File: src/rtl/rip_bp_update_queue.sv
// In-order queue of predicted conditional branches awaiting resolution.
// Each resolve pops the oldest entry and drives one registered predictor update.
module rip_bp_update_queue #(
   parameter int DEPTH        = 4,
   parameter int INDEX_WIDTH  = 10,
   parameter int WEIGHT_WIDTH = 2
) (
   input  logic                       clk,
   input  logic                       rst,
   input  logic                       push_valid,
   output logic                       push_ready,
   input  logic [INDEX_WIDTH-1:0]     push_index,
   input  logic [WEIGHT_WIDTH-1:0]    push_weight,
   input  logic                       push_pred,
   input  logic                       resolve_valid,
   input  logic                       resolve_taken,
   input  logic                       flush,
   output logic                       update,
   output logic [INDEX_WIDTH-1:0]     update_index,
   output logic [WEIGHT_WIDTH-1:0]    update_weight,
   output logic                       actual,
   output logic                       mispredict,
   output logic [$clog2(DEPTH+1)-1:0] count,
   output logic                       empty,
   output logic                       full,
   output logic                       underflow
);

   localparam int AW = $clog2(DEPTH);
   localparam int CW = $clog2(DEPTH+1);

   logic [INDEX_WIDTH-1:0]  idx_mem  [DEPTH];
   logic [WEIGHT_WIDTH-1:0] wgt_mem  [DEPTH];
   logic                    pred_mem [DEPTH];

   logic [AW-1:0] head;
   logic [AW-1:0] tail;
   logic [AW-1:0] head_nxt;
   logic          pop;
   logic          mis;
   logic          clear;
   logic          do_push;

   assign empty      = (count == '0);
   assign full       = (count == CW'(DEPTH));
   assign push_ready = ~rst & ~full;

   assign pop      = resolve_valid & ~empty;
   assign mis      = pop & (pred_mem[head] ^ resolve_taken);
   assign clear    = flush | mis;
   assign do_push  = push_valid & push_ready & ~clear;
   assign head_nxt = pop ? head + AW'(1) : head;

   always_ff @(posedge clk) begin
      if (do_push) begin
         idx_mem[tail]  <= push_index;
         wgt_mem[tail]  <= push_weight;
         pred_mem[tail] <= push_pred;
      end
   end

   always_ff @(posedge clk) begin
      if (rst) begin
         head          <= '0;
         tail          <= '0;
         count         <= '0;
         update        <= 1'b0;
         update_index  <= '0;
         update_weight <= '0;
         actual        <= 1'b0;
         mispredict    <= 1'b0;
         underflow     <= 1'b0;
      end else begin
         update <= pop;
         if (pop) begin
            update_index  <= idx_mem[head];
            update_weight <= wgt_mem[head];
            actual        <= resolve_taken;
            mispredict    <= mis;
         end
         if (resolve_valid & empty)
            underflow <= 1'b1;
         head <= head_nxt;
         // Dropping wrong-path entries collapses tail onto the post-pop head.
         if (clear) begin
            tail  <= head_nxt;
            count <= '0;
         end else begin
            tail  <= tail + AW'(do_push);
            count <= count + CW'(do_push) - CW'(pop);
         end
      end
   end

endmodule

File: config.mk
export PLATFORM = sky130hd
export DESIGN_NAME = rip_bp_update_queue
export DESIGN_NICKNAME = d
export VERILOG_FILES = /design/src/rtl/rip_bp_update_queue.sv
export SDC_FILE = /design/constraint.sdc
export NUM_CORES = 1
export LEC_CHECK = 0
export CAP_MARGIN = 20
export CORE_UTILIZATION = 48
export DETAILED_ROUTE_END_ITERATION = 7
export HOLD_SLACK_MARGIN = 0.03
export PLACE_DENSITY = 0.79
export SYNTH_ARGS = -nofsm -noshare
export SYNTH_HDL_FRONTEND = slang
export SYNTH_SLANG_ARGS = --single-unit
export TNS_END_PERCENT = 1
File: constraint.sdc
create_clock -name clk -period 3 [get_ports clk]
set_input_delay 0.6 -clock clk [delete_from_list [all_inputs] [get_ports clk]]
set_output_delay 0.6 -clock clk [all_outputs]
set_load 0.01 [all_outputs]
After elaboration in Yosys (flattened, before gate mapping)
Memory sizes are Yosys's and may differ from the RTL's. A register that Yosys moved wholly into a read port is not among the register bits.
Cells that the tools add are included.

cells by class
  bitwise logic cells = 12
  $add $sub $neg = 4
  mux-type cells = 5
  equality and inequality tests = 1
  reduce and logical (&&, ||, !) cells = 2

operator list
  operator               number
  $and A1 B1 Y1          6
  $mux W2                3
  $not A1 Y1             4
  $add A3 B1 Y3          1
  $eq A3 B3 Y1 const B   1
  $logic_not A3 Y1       1
  $sub A3 B1 Y3          1
  $add A2 B1 Y2          1
  $add A2 B1 Y2 const B  1
  $mux W1                2
  $reduce_or A2 Y1       1
  $or A1 B1 Y1           1
  $xor A1 B1 Y1          1

storage, ports and cells
  memories kept = 3
  memory bits (writable) = 52
  logic and storage cells = 34
  output and inout port bits = 22
  input port bits = 19
  bits in registers = 11

memories
  name      words  width  rd ports  clocked after Yosys merged registers in  wr ports  line  source
  idx_mem   4      10     1         1                                        1         32    logic [INDEX_WIDTH-1:0] idx_mem [DEPTH];
  wgt_mem   4      2      1         1                                        1         33    logic [WEIGHT_WIDTH-1:0] wgt_mem [DEPTH];
  pred_mem  4      1      1         1                                        1         34    logic pred_mem [DEPTH];

Depth between registers and ports, before layout
Gate-level depths: netlist of the first run.

  depth after elaboration = 9
  gate-level depth with buffers = 15
  gate-level depth less buffers = 13

Least setup slack after synthesis of the first run
No wires, ideal clock.

  path type = register to register
  from = register head[1] (netlist name)
  to = memory idx_mem[0][0], enable pin
  period minus slack after synthesis = 3286 ps
  slack = -286 ps
  arrival = 2869 ps
  buffers on the path = 2
  cell stages (with the launch flop) = 7
  cell sequence = dfxtp_1 -> buf_6 -> mux2i_1 -> mux2_4 -> a311o_1 -> buf_6 -> nor4_1

RTL lines
  what           line
  end, declared  32

==> results of run 1 <==
## logic make-up after synthesis
group,Yosys count,share of synthesized area
DFF,75,0.700
AOI/OAI and AO/OA,20,0.0394
adders and majority gates,4,0.0199
muxes,16,0.109
and+or+nand+nor,53,0.0836
buffers and inverters,18,0.0303
xor gates and xnor gates,6,0.0182
## Yosys cell counts (all sizes together)
library cell / count / area (um^2)
edfxtp: 52 / 1560
nand2: 30 / 113
dfxtp: 23 / 460
a21oi: 16 / 80.1
mux4: 12 / 270
nor2: 10 / 37.5
buf: 8 / 50.1
inv: 7 / 26.3
clkbuf: 3 / 11.3
ha: 3 / 37.5
mux2i: 3 / 30.0
nand2b: 3 / 18.8
nor3: 3 / 20.0
xnor2: 3 / 26.3
xor2: 3 / 26.3
nor4: 2 / 12.5
a2111oi: 1 / 8.76
a311o: 1 / 10.0
a31oi: 1 / 6.26
fa: 1 / 20.0
mux2: 1 / 15.0
nand3: 1 / 5.00
nor2b: 1 / 6.26
nor3b: 1 / 7.51
nor4b: 1 / 15.0
o32ai: 1 / 8.76
or2: 1 / 6.26
## registers in the layout, indices dropped and copies added (netlist names)
register	count
idx_mem	40
wgt_mem	8
head	2
update_weight	2
pred_mem	4
mispredict	1
actual	1
update	1
underflow	1
update_index	10
tail	2
count	3
## stage by stage
step | setup slack (ns) | TNS [ns] | total power, W | cell area (um^2)
finish | 0.186 | 0 | 0.00205 | 3680
global route | 0.0141 | 0 | 0.00213 | 3680
CTS | 0.0502 | 0 | 0.00207 | 3670
detailed placement | -0.450 | -0.697 | 0.00132 | 3470
global placement | -0.401 | -0.604 | 0.00131 | 3470
floorplan | -0.286 | -7.45 | 0.00124 | 2890
## routing by layer
| layer | vias up | wire, um |
|---|---|---|
| li1 | 817 | - |
| met1 | 831 | 2050 |
| met2 | 45 | 2560 |
| met3 | 6 | 275 |
| met4 | 0 | 66 |
| met5 | - | 0 |
## critical path, stage by stage, from the launching register on
cell	delay, ns
dfxtp_2	0.36
mux2i_2	0.29
mux2_4	0.34
a311o_1	0.28
or2_1	0.23
ha_1	0.26
inv_1	0.06
ha_1	0.13
inv_1	0.05
fa_1	0.37
xor2_1	0.16
xnor2_1	0.14
nor2_1	0.05
## path summary, 6_finish.rpt
kind / end / from / cells after the start
max: count[2] / head[1] / 12
max reg2reg: count[2] / head[1] / 12
min: mispredict / mispredict / 2
min reg2reg: mispredict / mispredict / 2
## power breakdown
group | switching, W | internal (W)
Clock | 0.000369 | 0.000389
Combinational | 0.0000720 | 0.0000842
Sequential | 0.0000111 | 0.00112
## layout make-up
cell class	instances	area [um^2]
clock inverter	7	75.1
fill	419	1960
sequential	75	2020
tap	72	90.1
inverter	7	26.3
multi-input combinational	99	802
clock buffer	9	124
timing repair buffer	57	543
## what timing repair did
| action | 4_1_cts | 5_1_grt |
|---|---|---|
| pin swaps | 0 | 1 |
| buffers inserted | 0 | 1 |
| endpoints found under the setup margin | 1 | 1 |
| resized for setup | 1 | 3 |
==> results.cfg, run 1 <==
[grt]
grt-ovfl-total = 0
antenna_found_initial = 0
grt_pass1_vias = 1738
grtUsageMet3 = 0.0720
use_met2 = 0.307
grt_max_degree = 22
grt_pass1_wl_um = 7880
use_met1 = 0.191
gr-usage-all-layers = 0.177
busiest_layer = met2

[route]
drc = 0
routedWlPerCell_um = 15.2
via_count = 1699
totalWireLength_um = 4950
drt-initial-drc-count = 62
drtPass1Iterations = 4
routed_via_density = 5.21
antenna_left = 0

[power_and_ir_drop]
ir_drop_mv = 0.408
power_density_mw_per_mm2 = 557
leakage_nw = 1.23

[synth]
synth_area_mm2 = 0.00289
synth_cell_type_count = 30
synth.avg_cell_area_um2 = 15.1
ys_seq_area_frac = 0.700
syn_inst = 192
ys_ff_latch = 75
yosys_warnings = 0
synth_nets = 215

[clock_network]
cts-root-buf = clkbuf_8
tritoncts = done
clock_sinks = 75
cts_made_buffers = 9
cts.clk_slew.worst_paths_ns = 0.07
ctsHtreeMaxLevel = 3
clockBufferDepth = 2
worstSkewPairLatency_ns = 0.34
cts_hold_buf = 0

[finish]
fin_cells = 326
layout.nets = 272
layout-drive-gt1-share = 0.205
final_common_cell = edfxtp_1
area_delta_synth_final_pct = 27.4
layout_common_cells = 52 x edfxtp_1, 39 x clkdlybuf4s50_1, 30 x nand2_1
finalCoreUtilization = 0.653
diodes = 0

[placement]
port_buffers = 40
dp.cells = 309
place_congestion = 0.744
dp_hpwl_um = 3250

[timing]
worst_pin_slew_ns = 0.375
fmax_ghz = 0.355
hold_viol = 0
period_share = 0.938
finalSetupViolCount = 0
skew_ns = 0.00786
slew_violations = 0
max_slew_margin = 0.744
hold-worst-slack_ns = 0.456
min_period_ns = 2.81
rsz0062_at_grt = no

[worst_setup_path]
worstPathMaxFanout = 3
worstPathArrival_ns = 3.05
crit_path_end_kind = flip-flop
start_kind = flip-flop
cp_data_required_time_ns = 3.24
critPathKind = reg -> reg
reg2reg_slack_ns = 0.19

[floorplan]
die_y_um = 79.6
initial_core_util = 0.512
io_pins = 41
die_area_mm2 = 0.00634
die_w_um = 79.6
core_area_mm2 = 0.00564
rows = 27

[flow_run]
maxCapViolations = 0

[outcome]
status = completed

[min_path]
hold_class = reg -> reg
(Power assumes the default switching activity.)
==> run 2, diff against run 1 <==
--- a/config.mk
+++ b/config.mk
@@ -6,7 +6,9 @@
 export NUM_CORES = 1
 export LEC_CHECK = 0
 export CAP_MARGIN = 20
-export CORE_UTILIZATION = 48
+export CELL_PAD_IN_SITES_DETAIL_PLACEMENT = 0
+export CELL_PAD_IN_SITES_GLOBAL_PLACEMENT = 1
+export CORE_UTILIZATION = 40
 export DETAILED_ROUTE_END_ITERATION = 7
 export HOLD_SLACK_MARGIN = 0.03
 export PLACE_DENSITY = 0.79
==> run 2 against run 1 <==
Net effect: routed wire length decreased by 1.0%; sequential power about the same; via count shrank 2.8%; critical path type unchanged.
==> results.cfg, run 2 (synthesized netlist as in run 1, its figures left out) <==
[outcome]
status = completed

[route]
routedWlPerCell_um = 14.0
drc = 0
drt-initial-drc-count = 90
antenna_left = 0
drtPass1Iterations = 5
via_count = 1651
totalWireLength_um = 4900
routed_via_density = 4.72

[grt]
grt-ovfl-total = 0
grt_max_degree = 22
grt_pass1_wl_um = 8020
gr-usage-all-layers = 0.148
antenna_found_initial = 0
grt_pass1_vias = 1596

[finish]
reg_top3 = idx_mem: 40 flops, update_index: 10 flops, wgt_mem: 8 flops
area_delta_synth_final_pct = 27.7
layout_common_cells = 52 x edfxtp_1, 39 x clkdlybuf4s50_1, 30 x nand2_1
diodes = 0
layout-drive-gt1-share = 0.193
largest_reg_flops = 40
final_common_cell = edfxtp_1
n_fill_cell = 590
layout.nets = 272
fin_area_mm2 = 0.00369
max_flop_register = idx_mem

[timing]
skew_ns = 0.00635
hold_viol = 0
rsz0062_at_grt = no
fin_setup_tns_ns = 0
worst_pin_slew_ns = 0.329
min_period_ns = 2.87
fmax_ghz = 0.348
slew_violations = 0
max_slew_margin = 0.775
period_share = 0.957
finalSetupViolCount = 0

[worst_setup_path]
cp_data_required_time_ns = 3.23
worstPathArrival_ns = 3.10
critical_path.cell_chain = mux2i_4, mux2_4, a311o_1, or2_1, ha_1, inv_1, ha_1, inv_1, fa_1, xor2_1, xnor2_1, nor2_1
start_kind = flip-flop
crit_path_end_kind = flip-flop
critPathKind = reg -> reg
worstPathMaxFanout = 2
slowest_stage = dfxtp_2
cpPeakStageDelay_ns = 0.37

[placement]
placed_cell_area_mm2 = 0.00348
place_congestion = 0.718
port_buffers = 40
dp_hpwl_um = 3290

[power_and_ir_drop]
ir_drop_mv = 0.293
leakage_nw = 1.22
power_density_mw_per_mm2 = 546

[min_path]
hold_class = reg -> reg

[clock_network]
cts-root-buf = clkbuf_8
cts_made_buffers = 9
tritoncts = done
worstSkewPairLatency_ns = 0.34
clockBufferDepth = 2
clock_sinks = 75
cts.clk_slew.worst_paths_ns = 0.07
cts_hold_buf = 0
ctsHtreeMaxLevel = 3

[floorplan]
die_y_um = 87.0
die_w_um = 87.0
rows = 30
io_pins = 41
initial_core_util = 0.421
core_area_mm2 = 0.00687
die_area_mm2 = 0.00757

[flow_run]
maxCapViolations = 0
==> run 2: changes by cell type in the layout (fill, tap and decap cells not counted), sizes merged <==
cell	change
clkbuf	+1
clkinv	+4
clkinvlp	-2
inv	-3
==> run 2: worst paths after layout <==
check                                 from    endpoint  slack [ns]  depth (start not counted)
worst max register to register     head[1]    count[2]        0.13                         12
worst min-delay path            mispredict  mispredict        0.45                          2
worst min register to register  mispredict  mispredict        0.45                          2
worst max-delay path               head[1]    count[2]        0.13                         12
==> run 2: layer usage <==
metal	GRT usage	share of wire	vias to the layer above
li1	-	-	813
met4	0.0803	0.018	0
met5	0	0	-
met1	0.195	0.46	790
met3	0.0502	0.050	6
met2	0.218	0.47	42
==> run 2: layout make-up <==
type / instances / area (um^2) / share of cell area
Timing Repair Buffer: 57 / 531 / 0.144
Clock buffer: 10 / 128 / 0.0346
Inverter: 7 / 26.3 / 0.00712
Multi-Input combinational cell: 99 / 806 / 0.218
Sequential cell: 75 / 2020 / 0.548
Tap cell: 96 / 120 / 0.0326
Clock inverter: 6 / 56.3 / 0.0153
==> run 2: through the flow <==
stage          power (W)  hold slack (ns)  instances  utilization  setup slack (ns)
2_1_floorplan    0.00124            0.481        192            -            -0.286
4_1_cts          0.00204            0.457        349        0.534            0.0341
3_3_place_gp     0.00132            0.444        333        0.507            -0.356
5_1_grt          0.00209            0.480        350        0.537          0.000682
6_report         0.00201            0.454        350        0.537             0.129
3_5_place_dp     0.00132            0.447        333        0.507            -0.406
==> run 2: report_power, final <==
group          leakage (nW)  total, W  internal, W  switching (W)
registers             0.656   0.00113      0.00113     0.00000955
logic                 0.473  0.000157    0.0000852      0.0000723
clock network        0.0951  0.000721     0.000377       0.000343
==> run 2: critical path: cells and delay by family, from the launching register on <==
kind | cells | cell delay (ns)
compound gates | 1 | 0.36
simple gates | 2 | 0.28
fa+ha+maj | 3 | 0.77
flops | 1 | 0.37
buf+inv | 2 | 0.10
xor+xnor | 2 | 0.30
mux | 2 | 0.59
==> run 2: what timing repair did <==
item / CTS / global route
resized for setup: 2 / 3
pin swaps: 1 / 1
gates cloned: 0 / 0
setup endpoints to repair: 1 / 1
buffers inserted: 0 / 1
